===== src/rtl/clz_seq_pkg.sv =====
// ---------------------------------------------------------------------------
// clz_seq_pkg
//
// Shared definitions for the multicycle leading-zero/leading-one count unit:
//   - datapath widths (operand, half operand, core count, result)
//   - op encodings for CLZ / CLO
//   - FSM state encoding used by the clz_seq top level
//
// Configuration macro consumed elsewhere in this slice: CLZSEQ_CLO_EN
// (enables the CLO operand inversion in clz_seq).
// ---------------------------------------------------------------------------
package clz_seq_pkg;

  // Full operand width and the half that the shared count core evaluates.
  localparam int DATA_W = 32;
  localparam int HALF_W = 16;

  // Core count 0..16 needs 5 bits; final result 0..32 needs 6 bits.
  localparam int CNT_W  = 5;
  localparam int RES_W  = 6;

  // Operation select carried on the op port.
  localparam logic OP_CLZ = 1'b0;
  localparam logic OP_CLO = 1'b1;

  // Sequencer states: IDLE waits for start, HI counts the upper half,
  // LO counts the lower half (only when the upper half is all zero),
  // DONE presents the one-cycle completion pulse.
  typedef enum logic [1:0] {
    IDLE = 2'd0,
    HI   = 2'd1,
    LO   = 2'd2,
    DONE = 2'd3
  } state_t;

endpackage


===== src/rtl/clz_seq_if.sv =====
// ---------------------------------------------------------------------------
// clz_seq_if
//
// Request/response bundle between the CPU control FSM (master) and the
// clz_seq unit (slave).
//
// Signals:
//   start  master->slave  request, sampled only while the unit is idle
//   op     master->slave  0 = CLZ, 1 = CLO, sampled with start
//   a      master->slave  32-bit operand, sampled with start
//   flush  master->slave  synchronous abort from the exception/flush path
//   busy   slave->master  high whenever the unit is not idle
//   done   slave->master  one-cycle completion pulse
//   r      slave->master  registered result 0..32, valid from done onward
// ---------------------------------------------------------------------------
interface clz_seq_if;
  import clz_seq_pkg::*;

  logic              start;
  logic              op;
  logic [DATA_W-1:0] a;
  logic              flush;
  logic              busy;
  logic              done;
  logic [RES_W-1:0]  r;

  modport master (
    output start,
    output op,
    output a,
    output flush,
    input  busy,
    input  done,
    input  r
  );

  modport slave (
    input  start,
    input  op,
    input  a,
    input  flush,
    output busy,
    output done,
    output r
  );

endinterface


===== src/rtl/clz_seq_clz16_core.sv =====
// ---------------------------------------------------------------------------
// clz16_core
//
// Purely combinational 16-bit leading-zero counter shared by both halves
// of the clz_seq operand.
//
// Ports:
//   din  in   16  value to count
//   zc   out  5   number of leading zeros, 0..16 (all-zero input gives 16)
//
// Structure: a tree of 2-bit leaves merged pairwise. A leaf maps
// 00->2, 01->1, 1x->0. At every merge the lower count is only added when
// the upper sub-block is entirely zero (its count equals its width);
// otherwise the upper count already is the answer.
// ---------------------------------------------------------------------------
module clz16_core
  import clz_seq_pkg::*;
(
  input  logic [HALF_W-1:0] din,
  output logic [CNT_W-1:0]  zc
);

  // Index 0 of each level is the least-significant sub-block.
  logic [1:0] lvl1 [8];   // 2-bit blocks, count 0..2
  logic [2:0] lvl2 [4];   // 4-bit blocks, count 0..4
  logic [3:0] lvl3 [2];   // 8-bit blocks, count 0..8

  // Leaves.
  always_comb begin
    for (int i = 0; i < 8; i++) begin
      lvl1[i] = 2'd0;
      if (din[2*i+1]) begin
        lvl1[i] = 2'd0;
      end else if (din[2*i]) begin
        lvl1[i] = 2'd1;
      end else begin
        lvl1[i] = 2'd2;
      end
    end
  end

  // 2-bit blocks -> 4-bit blocks.
  always_comb begin
    for (int i = 0; i < 4; i++) begin
      lvl2[i] = {1'b0, lvl1[2*i+1]};
      if (lvl1[2*i+1] == 2'd2) begin
        lvl2[i] = 3'd2 + {1'b0, lvl1[2*i]};
      end
    end
  end

  // 4-bit blocks -> 8-bit blocks.
  always_comb begin
    for (int i = 0; i < 2; i++) begin
      lvl3[i] = {1'b0, lvl2[2*i+1]};
      if (lvl2[2*i+1] == 3'd4) begin
        lvl3[i] = 4'd4 + {1'b0, lvl2[2*i]};
      end
    end
  end

  // 8-bit blocks -> full 16-bit count.
  always_comb begin
    zc = {1'b0, lvl3[1]};
    if (lvl3[1] == 4'd8) begin
      zc = 5'd8 + {1'b0, lvl3[0]};
    end
  end

endmodule


===== src/rtl/clz_seq.sv =====
// ---------------------------------------------------------------------------
// clz_seq
//
// Multicycle CLZ/CLO unit. One 16-bit count core is time-shared over the
// upper half (state HI) and, only when that half is all zero, the lower
// half (state LO) of a latched 32-bit operand.
//
// Ports:
//   clk    in      core clock, rising edge
//   rst_n  in      asynchronous active-low reset
//   bus    slave   clz_seq_if: start/op/a/flush in, busy/done/r out
//
// Latency from the accepting edge: 2 cycles to done when the upper half
// contains a one, 3 cycles when it is all zero. busy/done are pure state
// decodes and r is a register, so no input reaches an output
// combinationally.
//
// Configuration: CLZSEQ_CLO_EN
//   defined   - op=1 inverts the operand when it is latched (CLO)
//   undefined - op is ignored and every request is a CLZ
// ---------------------------------------------------------------------------
module clz_seq
  import clz_seq_pkg::*;
(
  input  logic       clk,
  input  logic       rst_n,
  clz_seq_if.slave   bus
);

  localparam logic [CNT_W-1:0] HALF_FULL = CNT_W'(HALF_W);

  state_t            state;
  state_t            state_nxt;

  logic [DATA_W-1:0] opnd;      // operand as counted (already inverted for CLO)
  logic [DATA_W-1:0] opnd_in;
  logic [CNT_W-1:0]  cnt;       // upper-half count captured in HI
  logic [RES_W-1:0]  r_q;

  logic [HALF_W-1:0] half;      // core input
  logic [CNT_W-1:0]  zc;        // core output

  logic              accept;

  // Operand conditioning at latch time: counting leading ones of a is the
  // same as counting leading zeros of ~a.
`ifdef CLZSEQ_CLO_EN
  assign opnd_in = (bus.op == OP_CLO) ? ~bus.a : bus.a;
`else
  assign opnd_in = bus.a;
`endif

  assign accept = (state == IDLE) && bus.start && !bus.flush;

  // Half-select mux; the core is idle (fed zero) outside HI/LO.
  always_comb begin
    half = '0;
    case (state)
      HI:      half = opnd[DATA_W-1:HALF_W];
      LO:      half = opnd[HALF_W-1:0];
      default: half = '0;
    endcase
  end

  clz16_core u_core (
    .din (half),
    .zc  (zc)
  );

  // State register.
  always_ff @(posedge clk or negedge rst_n) begin
    if (!rst_n) begin
      state <= IDLE;
    end else begin
      state <= state_nxt;
    end
  end

  // Next-state logic; flush overrides every transition.
  always_comb begin
    state_nxt = state;
    if (bus.flush) begin
      state_nxt = IDLE;
    end else begin
      case (state)
        IDLE:    if (bus.start) state_nxt = HI;
        HI:      state_nxt = (zc == HALF_FULL) ? LO : DONE;
        LO:      state_nxt = DONE;
        DONE:    state_nxt = IDLE;
        default: state_nxt = IDLE;
      endcase
    end
  end

  // Operand, partial count and result registers. r is only written on the
  // transition into DONE, so it holds the previous result through IDLE and
  // the whole next operation, and a flushed operation never touches it.
  always_ff @(posedge clk or negedge rst_n) begin
    if (!rst_n) begin
      opnd <= '0;
      cnt  <= '0;
      r_q  <= '0;
    end else begin
      if (accept) begin
        opnd <= opnd_in;
      end
      if (state == HI) begin
        cnt <= zc;
      end
      if (!bus.flush) begin
        if ((state == HI) && (zc != HALF_FULL)) begin
          r_q <= {1'b0, zc};
        end else if (state == LO) begin
          // cnt is 16 here: the upper half was all zero.
          r_q <= {1'b0, cnt} + {1'b0, zc};
        end
      end
    end
  end

  // Moore outputs.
  assign bus.busy = (state != IDLE);
  assign bus.done = (state == DONE);
  assign bus.r    = r_q;

endmodule


===== src/flat_wrapper.sv =====
// flat-port wrapper written by rule: the top's interface ports become plain ports
module clz_seq_flat import clz_seq_pkg::*;
  (clk, rst_n, bus_start, bus_op, bus_a, bus_flush, bus_busy, bus_done, bus_r);
  clz_seq_if bus_i ();
  input  logic clk;
  input  logic rst_n;
  input wire logic [$bits(bus_i.start)-1:0] bus_start;
  input wire logic [$bits(bus_i.op)-1:0] bus_op;
  input wire logic [$bits(bus_i.a)-1:0] bus_a;
  input wire logic [$bits(bus_i.flush)-1:0] bus_flush;
  output wire logic [$bits(bus_i.busy)-1:0] bus_busy;
  output wire logic [$bits(bus_i.done)-1:0] bus_done;
  output wire logic [$bits(bus_i.r)-1:0] bus_r;
  assign bus_i.start = bus_start;
  assign bus_i.op = bus_op;
  assign bus_i.a = bus_a;
  assign bus_i.flush = bus_flush;
  assign bus_busy = bus_i.busy;
  assign bus_done = bus_i.done;
  assign bus_r = bus_i.r;
  clz_seq u_core (.clk(clk), .rst_n(rst_n), .bus(bus_i));
endmodule

===== config.mk =====
export PLATFORM = sky130hd
export DESIGN_NAME = clz_seq_flat
export DESIGN_NICKNAME = d
export VERILOG_FILES = /design/src/rtl/clz_seq_pkg.sv /design/src/rtl/clz_seq_if.sv /design/src/rtl/clz_seq_clz16_core.sv /design/src/rtl/clz_seq.sv /design/src/flat_wrapper.sv
export SDC_FILE = /design/constraint.sdc
export NUM_CORES = 1
export LEC_CHECK = 0
export ABC_CLOCK_PERIOD_IN_PS = 2900
export CORE_ASPECT_RATIO = 1.5
export CORE_UTILIZATION = 40
export CTS_CLUSTER_DIAMETER = 200
export CTS_CLUSTER_SIZE = 12
export DETAILED_ROUTE_END_ITERATION = 12
export PLACE_DENSITY = 0.68
export SYNTH_ARGS = -nofsm -noshare
export SYNTH_HDL_FRONTEND = slang
export SYNTH_SLANG_ARGS = --single-unit

===== constraint.sdc =====
create_clock -name clk -period 2.9 [get_ports clk]
set_input_delay 0.725 -clock clk [delete_from_list [all_inputs] [get_ports clk]]
set_output_delay 0.725 -clock clk [all_outputs]
set_load 0.01 [all_outputs]

# Word level (Yosys, flattened, before mapping)
# Index checks and enable logic that the tools add are counted.
# classes
n_addsub,8
n_mul,0
div_mod_pow,0
n_lt_le_gt_ge,0
eq_ne,13
shift,0
n_mux,30
bitwise_logic,1
n_reduce_logical,8
# ops
cell,n
two-way mux 2 bit,18
case mux 16 bit (2 select lines),1
"adder 2 x 2 -> 3 bit, first input constant",4
"== test 2 bit, second input constant",6
two-way mux 3 bit,4
two-way mux 6 bit,2
"adder 3 x 3 -> 4 bit, first input constant",2
two-way mux 4 bit,2
case mux 2 bit (4 select lines),1
adder 5 x 5 -> 6 bit,1
"== test 3 bit, second input constant",2
"adder 4 x 4 -> 5 bit, first input constant",1
"== test 5 bit, second input constant",1
two-way mux 5 bit,1
"!= test 5 bit, second input constant",1
"== test 4 bit, second input constant",1
nonzero test 2 bit,2
logical AND 1 bit,3
"!= test 3 bit, second input constant",1
"== test 2 x 1 -> 1 bit, second input constant",1
logical NOT 2 bit,1
AND reduction 2 bit,1
logical NOT 1 bit,1
two-way mux 1 bit,1
NOT 1 bit,1
# totals
regBits,45
latch_bits,0
mem_bits_rw,0
romBits,0
inputBits,37
output_inout_bits,8
wordCells,64
n_memories,0

# Longest topological paths before layout
# logic_depth
word_depth,14
ltp_mapped,18
ltp_nobuf,16

# Cells and area by module
# A second synthesis with hierarchy kept.
# unflattened
cells_unflattened,215
hier_area_um2,2442.3
# by_module_without_submodules
mod,instances,cells_each,area_per_inst_um2,seq_area_each_um2
clz_seq,1,185,2255.9,1126.1
clz16_core,1,30,186.4,0.0

# Worst setup path after synthesis
# Ideal clock, no wire load.
# synth_path
kind,register -> register
from,register u_core.state[0]
to,register u_core.r_q[4] (netlist: u_core.bus.r[4])
setup_ps,125
arrival_ps,2927
required_ps,2775
path_slack_ps,-151
path_stages_with_launch,19
path_buffers,2
period_less_slack_ps,3051
cell_sequence,dfrtp_1 inv_1 ha_1 buf_6 buf_6 nor3b_1 o21ai_0 a211oi_1 a21oi_1 o21ai_1 ha_1 inv_1 fa_1 inv_1 a21o_1 a21oi_1 xor2_1 nor2_1 mux2_2
# synth_via
elab_chain_cells,14
word_cells_on_any_way,47
classes_between,add/sub (8); eq/ne (10); mux (26); reduce/logical (3)
# synth_rtl
element,line,source
"start, declared",clz_seq.sv:32,state_t state;
"start signal, assigned",clz_seq.sv:75,state <= state_nxt;
== test 2 bit or == test 2 x 1 -> 1 bit (tied branches),clz_seq.sv:58,case (state)
case mux 16 bit (2 select lines) (*),clz_seq.sv:58,
two-way mux 2 bit,clz_seq_clz16_core.sv:34,end else if (din[2*i]) begin
two-way mux 2 bit,clz_seq_clz16_core.sv:32,if (din[2*i+1]) begin
adder 2 x 2 -> 3 bit or == test 2 bit (tied branches),"clz_seq_clz16_core.sv:47, clz_seq_clz16_core.sv:46",
two-way mux 3 bit,clz_seq_clz16_core.sv:46,if (lvl1[2*i+1] == 2'd2) begin
adder 3 x 3 -> 4 bit or == test 3 bit (tied branches),"clz_seq_clz16_core.sv:57, clz_seq_clz16_core.sv:56",
two-way mux 4 bit,clz_seq_clz16_core.sv:56,if (lvl2[2*i+1] == 3'd4) begin
adder 4 x 4 -> 5 bit or == test 4 bit (tied branches),"clz_seq_clz16_core.sv:66, clz_seq_clz16_core.sv:65",
two-way mux 5 bit (*),clz_seq_clz16_core.sv:65,if (lvl3[1] == 4'd8) begin
named net u_core.u_core.zc[0],clz_seq_clz16_core.sv:20,output logic [CNT_W-1:0] zc
"parallel branches: the longest is 4 deep, another holds adder 5 x 5 -> 6 bit",-,
"end signal, assigned",clz_seq.sv:112,"r_q <= {1'b0, zc};"
"end signal, assigned",clz_seq.sv:115,"r_q <= {1'b0, cnt} + {1'b0, zc};"
"end, declared",clz_seq.sv:38,logic [RES_W-1:0] r_q;
# Mark *: on every way through the listed nets, which the timed path passes. The select of a mux whose other input is x is not followed.
# A chain may end at the register's enable or synchronous reset.

# Worst setup path in the final report
# layout_path
from,register u_core.state[0]
to,register u_core.r_q[5] (netlist: u_core.bus.r[5])
# The elaborated chain is that of the path after synthesis.

==> results.yml <==
cts:
  clk_latency_ns: 0.29
  cts_tree: "done"
  cts_max_path_buffers: 2
  clkSinkCount: 45
  cts_hold_repair.buffers: 0
  numCtsBuffers: 5
  clk_pin_slew_worst_paths_ns: 0.08
  htree_levels: 2
  root_buffer: "clkbuf_8"
sta:
  clock-skew-final_ns: 0.00600
  period_minus_slack_ns: 3.07
  fmax_mhz: 326
  hold_viol_final: 0
  slew_headroom_pct: 34.1
  worst_slack_ns: -0.167
  rsz0062_at_grt: "true"
  whs_ns: 0.497
  finalCritPeriodShare_pct: 106
  drv_slew: 0
  setup_viol: 4
  tightest_slew_ns: 0.988
setup_path:
  end_kind: "register"
  path_class: "register to register"
  crit_fanout: 4
  critPathSlowestCell: "dfrtp_1"
  max_stage_delay_ns: 0.41
  worstRegToRegCells: 17
  crit_path_start_kind: "register"
  cp_data_required_time_ns: 3.09
  worstPathCellList: "buf_6 > ha_4 > buf_12 > buf_6 > o21a_1 > o211ai_1 > a31oi_2 > a31oi_2 > inv_1 > ha_1 > a21o_1 > a21oi_2 > buf_4 > o21bai_1 > a21oi_1 > nor2_1 > mux2_4"
  cp_data_arrival_time_ns: 3.25
outcome:
  outcome: "finished, violations left"
  violations: "setup timing"
synthesis:
  synth_edf_count: 0
  yosysWarnings: 0
  ys_seq_area_share_pct: 44.0
  postSynthCellCount: 232
  synthFlopType: "dfrtp_1"
  syn_nets: 280
  synth_area_per_cell_um2: 11.0
  async_flop_share_pct: 100
  synth_seq_cells: 45
  netlist_area_mm2: 0.00256
  yosysUniqueCellTypes: 48
global_route:
  overflow: 0
  grt_pass1_wl_um: 10900
  grt_antenna_before_repair: 0
  track_usage_pct: 21.5
  grt_max_degree: 46
  grt_pass1_vias: 2405
pwr:
  power_leakage_uw: 0.00169
  p_per_area_mw_per_mm2: 1380
  p_total_uw: 5370
  vdd.ir_drop.worst_mv: 0.592
die:
  dieHeight_um: 100
  fp.dieW_um: 67.3
  core_area_mm2: 0.00617
  io_pins: 45
  initial_core_util_pct: 41.4
  num_rows: 35
  dieArea_mm2: 0.00673
worst_hold_path:
  holdPathStages: 1
  min_path_type: "register to register"
cells_and_area:
  num_antenna_cells: 0
  final_net_count: 386
  layout-drive-gt1-share_pct: 46.4
  area_growth_pct: 51.7
  fin_area_mm2: 0.00388
  fillers: 484
  fin_util_pct: 62.9
route:
  drt_iter0_drc: 81
  first_pass_iters: 5
  num_vias: 2252
  drt-vias-per-instance: 5.47
  wl_per_cell_um: 15.4
  drc: 0
  wirelength_um: 6350
  antenna_left: 0
place:
  hpwl_um: 4130
  io_buffers: 43
  dpl_cell_area_mm2: 0.00338
  gp_congestion: 0.762
job:
  cap_violations: 0
[report_power, final]
group / internal, uW / switching [uW] / leakage, uW / total [uW]
clock: 189 / 199 / 0.0000443 / 388
sequential: 940 / 287 / 0.000539 / 1230
combinational: 2080 / 1670 / 0.00111 / 3760
total: 3210 / 2160 / 0.00169 / 5370
[cells in the final DEF (no fill, tap or decap), types with 2 or more instances in the layout]
master | Yosys | layout
a21o_1 | 5 | 5
a21oi_1 | 15 | 9
a21oi_2 | 2 | 7
a22o_1 | 4 | 4
a22oi_2 | 1 | 5
a31oi_2 | 0 | 2
and2_1 | 3 | 2
buf_12 | 0 | 2
buf_4 | 2 | 55
buf_6 | 2 | 7
clkbuf_8 | 0 | 6
clkdlybuf4s50_1 | 0 | 42
dfrtp_1 | 45 | 45
ha_1 | 10 | 6
ha_2 | 0 | 2
ha_4 | 0 | 2
inv_1 | 10 | 6
inv_2 | 1 | 4
mux2_2 | 37 | 34
mux2_4 | 0 | 3
nand2_1 | 11 | 10
nand3_1 | 2 | 2
nand4_1 | 3 | 3
nor2_1 | 8 | 7
nor3_1 | 3 | 2
nor3b_1 | 3 | 2
o21a_1 | 4 | 4
o21ai_0 | 17 | 8
o21ai_1 | 6 | 10
o21ai_2 | 1 | 6
o32a_1 | 2 | 2
[path summary, 6_finish.rpt]
check                                 from         endpoint  slack [ns]
setup / recovery           u_core.state[0]  u_core.bus.r[5]       -0.17
hold / removal               u_core.cnt[2]    u_core.cnt[2]        0.50
setup reg to reg           u_core.state[0]  u_core.bus.r[5]       -0.17
hold reg to reg              u_core.cnt[2]    u_core.cnt[2]        0.50
max in group asynchronous            rst_n   u_core.opnd[6]        1.70
min in group asynchronous            rst_n  u_core.opnd[15]        0.59
[what timing repair did]
action,in CTS,in global routing
gates cloned,1,0
pin swaps,33,20
buffers inserted,19,3
resized for setup,46,13
setup endpoints to repair,5,5
[per-layer routing]
metal	track usage [%]	up-vias	wire, um	share of wire [%]
li1	-	1072	-	-
met1	23.2	1119	2390	38
met2	40.0	48	3660	58
met3	3.18	13	155	2.4
met4	8.84	0	147	2.3
met5	0	-	0	0
[synthesized netlist by cell type, types with 2 or more instances]
cell	n	area, um2
a211oi_1	2	15.0
a21o_1	5	37.5
a21oi_1	15	75.1
a21oi_2	2	17.5
a22o_1	4	35.0
a22oi_1	5	37.5
a31oi_1	2	12.5
and2_1	3	18.8
buf_2	5	25.0
buf_4	2	15.0
buf_6	2	22.5
dfrtp_1	45	1130
ha_1	10	125
inv_1	10	37.5
mux2_2	37	417
nand2_1	11	41.3
nand3_1	2	10.0
nand4_1	3	18.8
nor2_1	8	30.0
nor3_1	3	15.0
nor3b_1	3	22.5
o21a_1	4	30.0
o21ai_0	17	85.1
o21ai_1	6	30.0
o32a_1	2	20.0
xor2_1	2	17.5
[registers in the layout, indices dropped and copies added, names as in the netlist]
| name | count |
|---|---|
| u_core.bus.r | 6 |
| u_core.cnt | 5 |
| u_core.state | 2 |
| u_core.opnd | 32 |
[cell type report]
class | instances | area (um2) | area share, %
multi-input cells | 166 | 1530 | 39.4
flip-flops and latches | 45 | 1130 | 29.0
repair buffers | 109 | 1000 | 25.9
well taps | 74 | 92.6 | 2.39
clock buffers | 7 | 86.3 | 2.22
inverters | 11 | 43.8 | 1.13
[cells by family after synthesis]
| group | after synthesis | share of synthesized area, % |
|---|---|---|
| buf+inv | 21 | 4.20 |
| simple gates | 38 | 7.97 |
| xor+xnor | 3 | 1.03 |
| flops | 45 | 44.0 |
| fa+ha+maj | 11 | 5.67 |
| mux | 37 | 16.3 |
| compound gates | 77 | 20.8 |
[stage by stage]
stage	std cells	setup slack (ns)	TNS (ns)
floorplan	232	-0.0113	-0.0113
global placement	382	-0.213	-0.620
detailed placement	382	-0.251	-0.796
CTS	409	-0.171	-0.596
global route	412	-0.340	-1.24
finish	412	-0.167	-0.566
[worst max-delay path: cells and delay by family, from the launching register on]
family | cells | cell delay (ns)
adders and majority gates | 2 | 0.44
and+or+nand+nor | 1 | 0.05
AOI/OAI and AO/OA | 8 | 1.21
muxes | 1 | 0.26
DFF | 1 | 0.41
buffers and inverters | 5 | 0.58
Note: power is estimated with default switching activity, not from simulation.
